[config.mk]
export PLATFORM = sky130hd
export DESIGN_NAME = anode_scan_ctrl
export DESIGN_NICKNAME = d
export VERILOG_FILES = /design/src/rtl/anode_scan_ctrl.sv
export SDC_FILE = /design/constraint.sdc
export NUM_CORES = 1
export LEC_CHECK = 0
export BUFFER_PORTS_ARGS = -buffer_cell sky130_fd_sc_hd__buf_2
export CAP_MARGIN = 20
export CELL_PAD_IN_SITES_DETAIL_PLACEMENT = 0
export CELL_PAD_IN_SITES_GLOBAL_PLACEMENT = 1
export CORE_MARGIN = 2
export CORE_UTILIZATION = 44
export DETAILED_ROUTE_END_ITERATION = 10
export PLACE_DENSITY = 0.81
export SETUP_SLACK_MARGIN = 0.5
export SLEW_MARGIN = 20
export SYNTH_ARGS = -nofsm -noshare
export SYNTH_HDL_FRONTEND = slang
export SYNTH_SLANG_ARGS = --single-unit
[constraint.sdc]
create_clock -name clk -period 2.5 [get_ports clk]
set_input_delay 0.125 -clock clk [delete_from_list [all_inputs] [get_ports clk]]
set_output_delay 0.125 -clock clk [all_outputs]
set_load 0.1 [all_outputs]
[src/rtl/anode_scan_ctrl.sv]
// Four-digit seven-segment anode scanner with blanking gaps between digit slots.
// Optional brightness PWM within each dwell when ANODE_SCAN_BRIGHTNESS_PWM_EN is defined.
module anode_scan_ctrl #(
  parameter int unsigned DWELL_CYCLES = 100000,
  parameter int unsigned BLANK_CYCLES = 1000,
  parameter int unsigned CNT_W        = 17
) (
  input  logic       clk,
  input  logic       rst_n,
  input  logic       en,
  input  logic [3:0] digit_en,
`ifdef ANODE_SCAN_BRIGHTNESS_PWM_EN
  input  logic [3:0] brightness,
`endif
  output logic [3:0] anode,
  output logic [1:0] digit_sel,
  output logic       frame_tick
);

  typedef enum logic [1:0] {StIdle, StBlank, StOn} state_e;

  localparam bit                 HasBlank  = (BLANK_CYCLES != 0);
  localparam logic [CNT_W-1:0]   DwellLast = CNT_W'(DWELL_CYCLES - 1);
  localparam logic [CNT_W-1:0]   BlankLast = CNT_W'(HasBlank ? BLANK_CYCLES - 1 : 0);
  // With no blanking gap, every slot boundary goes straight to the next ON.
  localparam state_e             GapState  = HasBlank ? StBlank : StOn;

  state_e           state_q, state_d;
  logic [CNT_W-1:0] cnt_q, cnt_d;
  logic [1:0]       sel_q, sel_d;
  logic [3:0]       anode_q, anode_d;
  logic             tick_q, tick_d;
  logic             lit;

  always_comb begin
    state_d = state_q;
    cnt_d   = cnt_q;
    sel_d   = sel_q;
    tick_d  = 1'b0;
    if (!en) begin
      state_d = StIdle;
      cnt_d   = '0;
    end else begin
      case (state_q)
        StIdle: begin
          state_d = GapState;
          cnt_d   = '0;
        end
        StBlank: begin
          if (cnt_q == BlankLast) begin
            state_d = StOn;
            cnt_d   = '0;
          end else begin
            cnt_d = cnt_q + 1'b1;
          end
        end
        StOn: begin
          if (cnt_q == DwellLast) begin
            state_d = GapState;
            cnt_d   = '0;
            sel_d   = sel_q + 2'd1;
            tick_d  = (sel_q == 2'd3);
          end else begin
            cnt_d = cnt_q + 1'b1;
          end
        end
        default: begin
          state_d = StIdle;
          cnt_d   = '0;
        end
      endcase
    end
  end

  // Anode is registered from next-state values so it lines up with the state it belongs to.
  always_comb begin
    lit = (state_d == StOn) && digit_en[sel_d];
`ifdef ANODE_SCAN_BRIGHTNESS_PWM_EN
    lit = lit && (4'(cnt_d) < brightness);
`endif
    anode_d = lit ? ~(4'b0001 << sel_d) : 4'b1111;
  end

  always_ff @(posedge clk) begin
    if (!rst_n) begin
      state_q <= StIdle;
      cnt_q   <= '0;
      sel_q   <= 2'd0;
      anode_q <= 4'b1111;
      tick_q  <= 1'b0;
    end else begin
      state_q <= state_d;
      cnt_q   <= cnt_d;
      sel_q   <= sel_d;
      anode_q <= anode_d;
      tick_q  <= tick_d;
    end
  end

  assign anode      = anode_q;
  assign digit_sel  = sel_q;
  assign frame_tick = tick_q;

endmodule

# Word-level counts from Yosys, hierarchy flattened
# Cells that the tools add are included.
dict set report word_totals {
  regBits 26
  in_bits 7
  wordCells 33
}
dict set report op_classes {
  addsub 2
  n_lt_le_gt_ge 1
  eq_ne 6
  shifts 1
  muxes 12
  n_bitwise 1
  n_reduce_logical 5
}
# op n
set op_table {}
lappend op_table {{$mux W17} 2}
lappend op_table {{$pmux W17 S2} 1}
lappend op_table {{$add A17 B1 Y17 const B} 1}
lappend op_table {{$eq A17 B10 Y1 const B} 1}
lappend op_table {{$eq A17 B17 Y1 const B} 1}
lappend op_table {{$mux W2} 6}
lappend op_table {{$eq A2 B2 Y1 const B} 3}
lappend op_table {{$pmux W2 S3} 1}
lappend op_table {{$not A4 Y4} 1}
lappend op_table {{$reduce_and A2 Y1} 2}
lappend op_table {{$reduce_and A4 Y1} 1}
lappend op_table {{$shl A1 B2 Y4 const A} 1}
lappend op_table {{$lt A2 B3 Y1 const B} 1}
lappend op_table {{$add A2 B1 Y2 const B} 1}
lappend op_table {{$bmux W1 S2} 1}
lappend op_table {{$eq A2 B1 Y1 const B} 1}
lappend op_table {{$logic_not A2 Y1} 1}
lappend op_table {{$logic_and A1 B1 Y1} 1}
lappend op_table {{$mux W1} 1}

# Depth between registers and ports, before layout
# Gate-level depths: netlist of the first run.
dict set report depth {
  ltp_word 8
  depth_mapped 7
  ltp_nobuf 6
}

# Worst setup path before layout of the first run
# Ideal clock, no wire load.
dict set report synth_path {
  path_type {reg2reg}
  start {register cnt_q[12]}
  end {register cnt_q[10]}
  setup_ps 130
  t_arrival_ps 1905
  required_time_ps 2370
  slack_ps 465
  stages_incl_launch_ff 8
  period_less_slack_ps 2035
  cell_sequence {dfxtp_1 > buf_6 > or4_1 > or4_1 > buf_2 > a22oi_4 > buf_6 > nor3_1}
}
dict set report synth_between {
  elab_chain_len 3
  word_cells_on_any_way 5
}
# item line_no
set synth_rtl {}
lappend synth_rtl {{from (decl)} 29} ;# logic [CNT_W-1:0] cnt_q, cnt_d;
lappend synth_rtl {{from (signal assigned)} 93} ;# cnt_q <= cnt_d;
lappend synth_rtl {{$eq A17 B17 Y1 / $eq A17 B10 Y1 (equally long branches)} {58, 50}}
lappend synth_rtl {{$mux W17, on equally long branches} {58, 50}}
lappend synth_rtl {{$pmux W17 S2 *} 44} ;# case (state_q)
# Every way passes the cells marked *; elsewhere a longest branch is shown, timed or not.
# A chain may end at the register's enable or synchronous reset.

# Worst setup path in the final report of the first run
dict set report layout_path {
  start {register cnt_q[12]}
  end {register cnt_q[15]}
}
dict set report layout_between {
  elab_chain_len 3
  word_cells_on_any_way 6
}
# item line_no
set layout_rtl {}
lappend layout_rtl {{$add A17 B1 Y17, or another cell as far along} {54, 64}}
lappend layout_rtl {{$mux W17, on equally long branches} {58, 50}}
lappend layout_rtl {{$pmux W17 S2 *} 44}
# Marks and branches as above.

==> results of run 1 <==
worst paths after layout:
| path | startpoint | slack (ns) | to |
|---|---|---|---|
| worst min register to register | cnt_q[0]$_SDFF_PN0_ | 0.49 | cnt_q[0]$_SDFF_PN0_ |
| worst max register to register | cnt_q[12]$_SDFF_PN0_ | 0.47 | cnt_q[15]$_SDFF_PN0_ |
| worst max-delay path | cnt_q[12]$_SDFF_PN0_ | 0.47 | cnt_q[15]$_SDFF_PN0_ |
| worst min-delay path | rst_n | 0.06 | frame_tick$_SDFF_PN0_ |
power by group through the flow:
stage	logic [uW]	clock network, uW	registers (uW)
global placement	26.9	0	426
floorplan	19.4	0	426
CTS	32.6	176	417
global route	37.5	203	417
finish	33.9	181	417
detailed placement	27.7	0	427
worst max-delay path: cells and delay by family (launching register included):
family          cells  cell delay (ns)
compound gates      2             0.23
simple gates        2             1.11
flops               1             0.39
buf+inv             1             0.17
logic make-up (layout without fill, tap and decap cells):
kind of cell,Yosys count,after routing
adder cells (fa/ha/maj),6,6
AO/OA/AOI/OAI,16,16
multiplexers,1,1
flip-flops,26,26
XOR/XNOR,13,13
buffers and inverters,9,24
AND/OR/NAND/NOR,74,74
placed cells by master, fill, tap and decap left out, drive strengths merged:
master / synthesis / routed
or4: 4 / 4
o21ai: 4 / 4
mux4: 1 / 1
a22oi: 1 / 1
nand3: 6 / 6
nand4b: 2 / 2
nor2: 5 / 5
and2: 1 / 1
a41oi: 1 / 1
nor3: 18 / 18
nor4bb: 1 / 1
nor3b: 1 / 1
inv: 4 / 4
and3: 1 / 1
nor4b: 1 / 1
a32oi: 1 / 1
a21oi: 1 / 1
clkbuf: 2 / 3
dfxtp: 26 / 26
a41o: 1 / 1
nand2: 12 / 12
buf: 3 / 17
o311a: 1 / 1
nand4: 9 / 9
a211oi: 2 / 2
or3: 4 / 4
nand4bb: 1 / 1
ha: 6 / 6
nor4: 4 / 4
and4: 2 / 2
nor2b: 2 / 2
xor2: 5 / 5
xnor2: 8 / 8
a21boi: 2 / 2
a21o: 1 / 1
a2111oi: 1 / 1
stage by stage:
| stage | power, uW | instances |
|---|---|---|
| CTS | 626 | 190 |
| finish | 631 | 191 |
| global placement | 453 | 186 |
| global route | 657 | 191 |
| detailed placement | 454 | 186 |
| floorplan | 445 | 145 |
state kept, by name (all words and copies together), names as in the netlist:
signal	flops
anode	4
cnt_q	17
digit_sel	2
frame_tick	1
state_q	2
final cells by class:
cell class                 instances  area (sq um)
clock buffer                       3          22.5
fill                             273          1300
inverter                           4          15.0
multi-input combinational        110           796
sequential                        26           529
tap                               31          38.8
timing repair buffer              17           108
layer usage:
metal  GRT usage (%)  vias up
li1                -      584
met1            26.4      553
met2            29.7       21
met3            3.28        4
met4            5.84        0
met5               0        -
what timing repair did:
action / 4_1_cts / 5_1_grt
pin swaps: 1 / 2
endpoints found under the setup margin: 23 / 23
hold endpoints to repair: 0 / 0
buffers inserted: 1 / 1
gates resized for setup: 3 / 12
==> parameters.txt, run 1 <==
Parameter                              Value

Outcome
  Result of the run    finished clean

Routing
  Starting DRC count in detailed routing    32
  Total length of routed met3 wires    roughly 95 microns
  Routed wire length per instance    between 15 and 20 microns
  Top layer reached by signal wires    met4
  Drt drc    0
  Number of nets still failing antenna checks after routing    0
  Per-cell via count in the routed design    between 6 and 7
  Number of optimization iterations in the first detailed-route pass    4
  WL met2    about 1.4 mm
  Wire length reported by the detailed router    ~3 mm
  Via total after detailed routing    approximately 1,200
  Detailed-route wire length on metal 1    1.40 mm

Setup path
  Most numerous cell on the critical path    sky130_fd_sc_hd__or4_4
  Biggest cell delay along the critical path    ~0.6 ns
  Biggest fanout along the worst timing path    17
  Critical path launch point type    flip-flop
  Arrival time at the worst endpoint    ~2.2 ns
  Library cell contributing the largest single delay on the critical path    sky130_fd_sc_hd__or4_4
  Type of the setup path with the least slack    reg -> reg
  Worst EP required    about 2.7 ns
  Nature of the critical path endpoint    flip-flop
  CP Cell Sequence    or4_4 > or4_4 > a22oi_4 > buf_12 > a211oi_1
  Worst R2R Path Depth    5

Global route
  Total global routing overflow    0
  Antenna violations before repair    0
  Number of global-route vias before repair    approximately 1,100
  Maximum number of pins on one net before global-route repair    18
  First-pass GRT wire length    5.04 mm
  Global-route usage over all layers    about a fifth

Place
  Post-place instance area    1410 sq um
  IO Port Bufs    13
  Detailed placer's ending HPWL    2.06 mm
  Final Wtd Congestion    0.822
  Worst-case setup slack after placement    0.260 ns

Final layout
  Core occupancy in the finished layout    53.8%
  Non-Filler Cell Area, Final    1510 sq um
  Synth-to-layout area growth    13.3%
  Fraction of final layout cells sized beyond drive strength 1    21.9%
  Nets    between 150 and 200
  Antenna cells    0

Timing
  Final Hold Viols    0
  Post-layout worst setup margin    0.466 ns
  Final period utilization    roughly 80%
  Time the final worst path needs with I/O delays and setup    ~2.0 ns
  RSZ-0062 raised after global routing    true
  Worst Skew    approximately 0.0029 ns
  Setup-failing EPs final    0
  Upper clock frequency limit    ~0.5 GHz
  Total negative setup slack    0 ns
  Max-slew headroom at the worst pin    between 50% and 60%
  Transition time of the tightest slew-check pin    ~0.7 ns
  Max-slew violation count    0
  Worst hold slack    0.0567 ns

CTS
  Clock transition at path regs    between 0.1 and 0.15 ns
  Clock Sink Count    26
  Maximum level of the CTS H-tree    1
  CTS Hold Bufs    0
  Number of buffers added by the clock tree synthesis step    3
  CTS Root Buffer Type    sky130_fd_sc_hd__clkbuf_4
  Number of buffers on the longest clock path    2
  CTS tree    built
  Insertion delay of the later-clocked pin in the worst-skew pair    about 0.32 ns

Yosys
  Sequential fraction of the synthesis area    around 39%
  XOR/XNOR share of the synthesized area    8.55%
  FFs w/ async S/R, synth    0%
  Synthesized cell area    roughly 1300 sq um
  Adder and majority cell fraction of the synthesized area    ~5.6%
  Most used standard cells in the synthesized netlist    sky130_fd_sc_hd__dfxtp_1, sky130_fd_sc_hd__nor3_1, sky130_fd_sc_hd__nand2_1, sky130_fd_sc_hd__nand4_1, sky130_fd_sc_hd__xnor2_1
  Post-synthesis cell type with the largest combined area    sky130_fd_sc_hd__dfxtp_1
  Synthesis-stage register bit count    26
  Simple-gate portion of the synthesized area    between 30% and 40%
  Area contributors post-synth    sky130_fd_sc_hd__dfxtp_1, sky130_fd_sc_hd__nor3_1, sky130_fd_sc_hd__ha_1, sky130_fd_sc_hd__xnor2_1, sky130_fd_sc_hd__nand4_1
  Cells after Synth    around 150
  Average footprint of a synthesized cell    about 9.2 sq um
  Most instantiated flip-flop cell in the synthesis netlist    sky130_fd_sc_hd__dfxtp_1
  Synthesis warning total    0
  Cell with the most instances after synthesis    sky130_fd_sc_hd__dfxtp_1
  Yosys cell types    38
  Main combinational cell family by area after synthesis    simple AND/OR/NAND/NOR gates
  Number of nets in the synthesized netlist    ~160
  Fraction of post-synthesis cell area in the top cell type by area    about two fifths
  Number of enable flip-flop cells after synthesis    0
  Mux share of post-synthesis cell area    1.69%
  Area fraction in compound gates after synthesis    roughly a tenth

Hold path
  Kind of path behind the tightest hold check    in -> reg
  Hold Path Stages    3

Power
  Switching share of power    a little under a quarter
  Clock network fraction of total power    28.6%
  Int Power    486 uW
  Static leakage    around 0.00047 uW
  Switching power total    145 uW
  Worst-case vdd ir drop    between 0.2 and 0.3 mV
  Power density over the cells    around 420 nW/um^2
  Portion of total power attributed to sequential cells    between 60% and 70%
  Share of power burned in combinational logic    around 5.4%

Floorplanning
  Area of the core    2810 sq um
  Starting density of the core    between 40% and 50%
  I/O pins    14
  Die outline height    about 59 microns
  Number of standard-cell rows in the floorplan    19
  Die Span X    slightly below 60 microns
  Die Footprint    ~3500 sq um

Job
  MaxCap Viol Count    0
No activity file was read; power rests on OpenSTA's default activity.
==> run 2: changes to the inputs <==
clock period = 2 ns   (was 2.5 ns; I/O delays follow)
==> run 2 against run 1 <==
Net effect: routed wire length is 8.9% higher; sequential power is 24% higher; largest cell class unchanged; register-to-register slack worse by 0.36 ns.
==> parameters.txt, run 2 (synthesis gave the netlist of run 1 again) <==
Parameter                              Value

Global route
  Total global routing overflow    0
  Maximum number of pins on one net before global-route repair    18
  Antenna violations before repair    0
  Global-route usage over all layers    between 20% and 30%
  First-pass GRT wire length    between 5 and 6 mm
  Number of global-route vias before repair    1,174

Place
  Detailed placer's ending HPWL    2.25 mm
  Final Wtd Congestion    around 0.8
  IO Port Bufs    13
  Placed Cells incl. Taps    between 150 and 200
  Post-place instance area    between 1500 and 2000 sq um

Final layout
  Fraction of final layout cells sized beyond drive strength 1    between 40% and 50%
  Max FFs per register    17
  Antenna cells    0
  Register bank with the most flops    cnt_q
  Non-Filler Cell Area, Final    between 1500 and 2000 sq um
  Top library cells by usage in the layout, fill and taps aside    sky130_fd_sc_hd__buf_4, sky130_fd_sc_hd__dfxtp_1, sky130_fd_sc_hd__buf_2
  Nets    ~190
  Most common library cell in the layout ignoring fill and taps    sky130_fd_sc_hd__buf_4
  Post-Layout Cell Count    roughly 210
  Synth-to-layout area growth    31.8%

Setup path
  Library cell contributing the largest single delay on the critical path    sky130_fd_sc_hd__or4_1
  CP Cell Sequence    or4_1 > or4_4 > a22oi_4 > buf_12 > nor3b_1
  Arrival time at the worst endpoint    between 2 and 2.5 ns
  Nature of the critical path endpoint    flip-flop
  Capture instance of the worst register-to-register path    cnt_q[1]$_SDFF_PN0_
  Worst R2R Path Depth    5
  Critical path launch point type    flip-flop
  Launch instance of the worst register-to-register path    cnt_q[11]$_SDFF_PN0_
  Biggest fanout along the worst timing path    17
  Biggest cell delay along the critical path    roughly 0.51 ns
  Type of the setup path with the least slack    reg -> reg
  Worst EP required    about 2.2 ns
  Slack of the worst reg-to-reg path    ~0.1 ns

Routing
  Number of optimization iterations in the first detailed-route pass    4
  Number of nets still failing antenna checks after routing    0
  Starting DRC count in detailed routing    29
  Routed wire length per instance    ~16 microns
  Via total after detailed routing    1,200
  Wire length reported by the detailed router    roughly 3.2 mm
  Drt drc    0
  Per-cell via count in the routed design    about 6

Floorplanning
  Number of standard-cell rows in the floorplan    19
  Starting density of the core    a little under half
  Die Span X    59.0 microns
  Die Footprint    roughly 3500 sq um
  Die outline height    between 50 and 60 microns
  Area of the core    roughly 2800 sq um
  I/O pins    14

Timing
  Transition time of the tightest slew-check pin    just under 0.5 ns
  Final Hold Viols    0
  Max-slew violation count    0
  Time the final worst path needs with I/O delays and setup    1.90 ns
  Worst Skew    roughly 0.0072 ns
  RSZ-0062 raised after global routing    true
  Worst hold slack    0.0547 ns
  Setup-failing EPs final    0
  Total negative setup slack    0 ns
  Final period utilization    a little over nine tenths
  Upper clock frequency limit    about 0.53 GHz
  Max-slew headroom at the worst pin    about two thirds

Power
  Portion of total power attributed to sequential cells    about 55%
  Clock network fraction of total power    39.1%
  Share of power burned in combinational logic    just under 6%
  Switching power total    199 uW
  Power density over the cells    approximately 540 nW/um^2
  Power after layout    about 940 uW
  Int Power    745 uW
  Switching share of power    21.1%
  Static leakage    between 0.0005 and 0.0006 uW
  Worst-case vdd ir drop    roughly 0.37 mV

CTS
  Clock Sink Count    26
  Clock transition at path regs    roughly 0.15 ns
  Insertion delay of the later-clocked pin in the worst-skew pair    0.33 ns
  Maximum level of the CTS H-tree    1
  Number of buffers added by the clock tree synthesis step    3
  Number of buffers on the longest clock path    2
  CTS Root Buffer Type    sky130_fd_sc_hd__clkbuf_4
  CTS tree    built

Hold path
  Worst Min Path Start    rst_n
  Hold Path Stages    2
  Kind of path behind the tightest hold check    in -> reg
  Hold EP    digit_sel[0]$_SDFF_PN0_

Outcome
  Result of the run    finished clean

Job
  MaxCap Viol Count    0
run 2: critical path: cells and delay by family, from the launching register on:
family | cells | cell delay, ns
and+or+nand+nor | 3 | 1.06
buffers and inverters | 1 | 0.18
AOI/OAI and AO/OA | 1 | 0.20
DFF | 1 | 0.35
run 2: layout make-up:
cell class / instances / area [sq um]
multi-input cells: 110 / 897
repair buffers: 30 / 209
clock buffers: 3 / 22.5
clock inverters: 1 / 30.0
fillers: 237 / 1050
well taps: 31 / 38.8
flip-flops and latches: 26 / 542
inverters: 4 / 15.0
run 2: worst max path at each step:
stage / startpoint / end / slack [ns] / cells past startpoint
floorplan: cnt_q[11]$_SDFF_PN0_ / cnt_q[0]$_SDFF_PN0_ / 0.04 / 6
global placement: cnt_q[11]$_SDFF_PN0_ / cnt_q[1]$_SDFF_PN0_ / 0.05 / 5
detailed placement: cnt_q[1]$_SDFF_PN0_ / cnt_q[15]$_SDFF_PN0_ / 0.02 / 6
CTS: cnt_q[9]$_SDFF_PN0_ / cnt_q[15]$_SDFF_PN0_ / 0.11 / 4
global route: cnt_q[11]$_SDFF_PN0_ / cnt_q[1]$_SDFF_PN0_ / 0.05 / 5
finish: cnt_q[11]$_SDFF_PN0_ / cnt_q[1]$_SDFF_PN0_ / 0.10 / 5
run 2: per-stage QoR:
step	worst slack [ns]	utilization [%]
3_5_place_dp	0.0167	56.0
6_report	0.102	62.5
4_1_cts	0.115	60.3
2_1_floorplan	0.0412	-
3_3_place_gp	0.0523	56.0
5_1_grt	0.0491	62.5
run 2: power by group through the flow:
stage               logic, uW  clock network [uW]  registers (uW)
finish                   56.0                 369             518
global route             60.0                 397             519
CTS                      52.1                 371             519
detailed placement       44.6                   0             534
global placement         43.4                   0             533
floorplan                27.6                   0             533
run 2: repair_timing:
action / CTS / global route
buffers inserted: 4 / 2
endpoints found under the setup margin: 26 / 26
resized for setup: 14 / 12
pin swaps: 2 / 3
hold buffers: 0 / 0
run 2: per-layer routing:
layer	routed length (microns)	part of all wire [%]	global-route usage, %	vias to the layer above
li1	-	-	-	602
met1	1560	48	29.0	578
met2	1560	48	31.9	16
met3	85	2.6	5.46	4
met4	23	0.71	5.19	0
met5	0	0	0	-
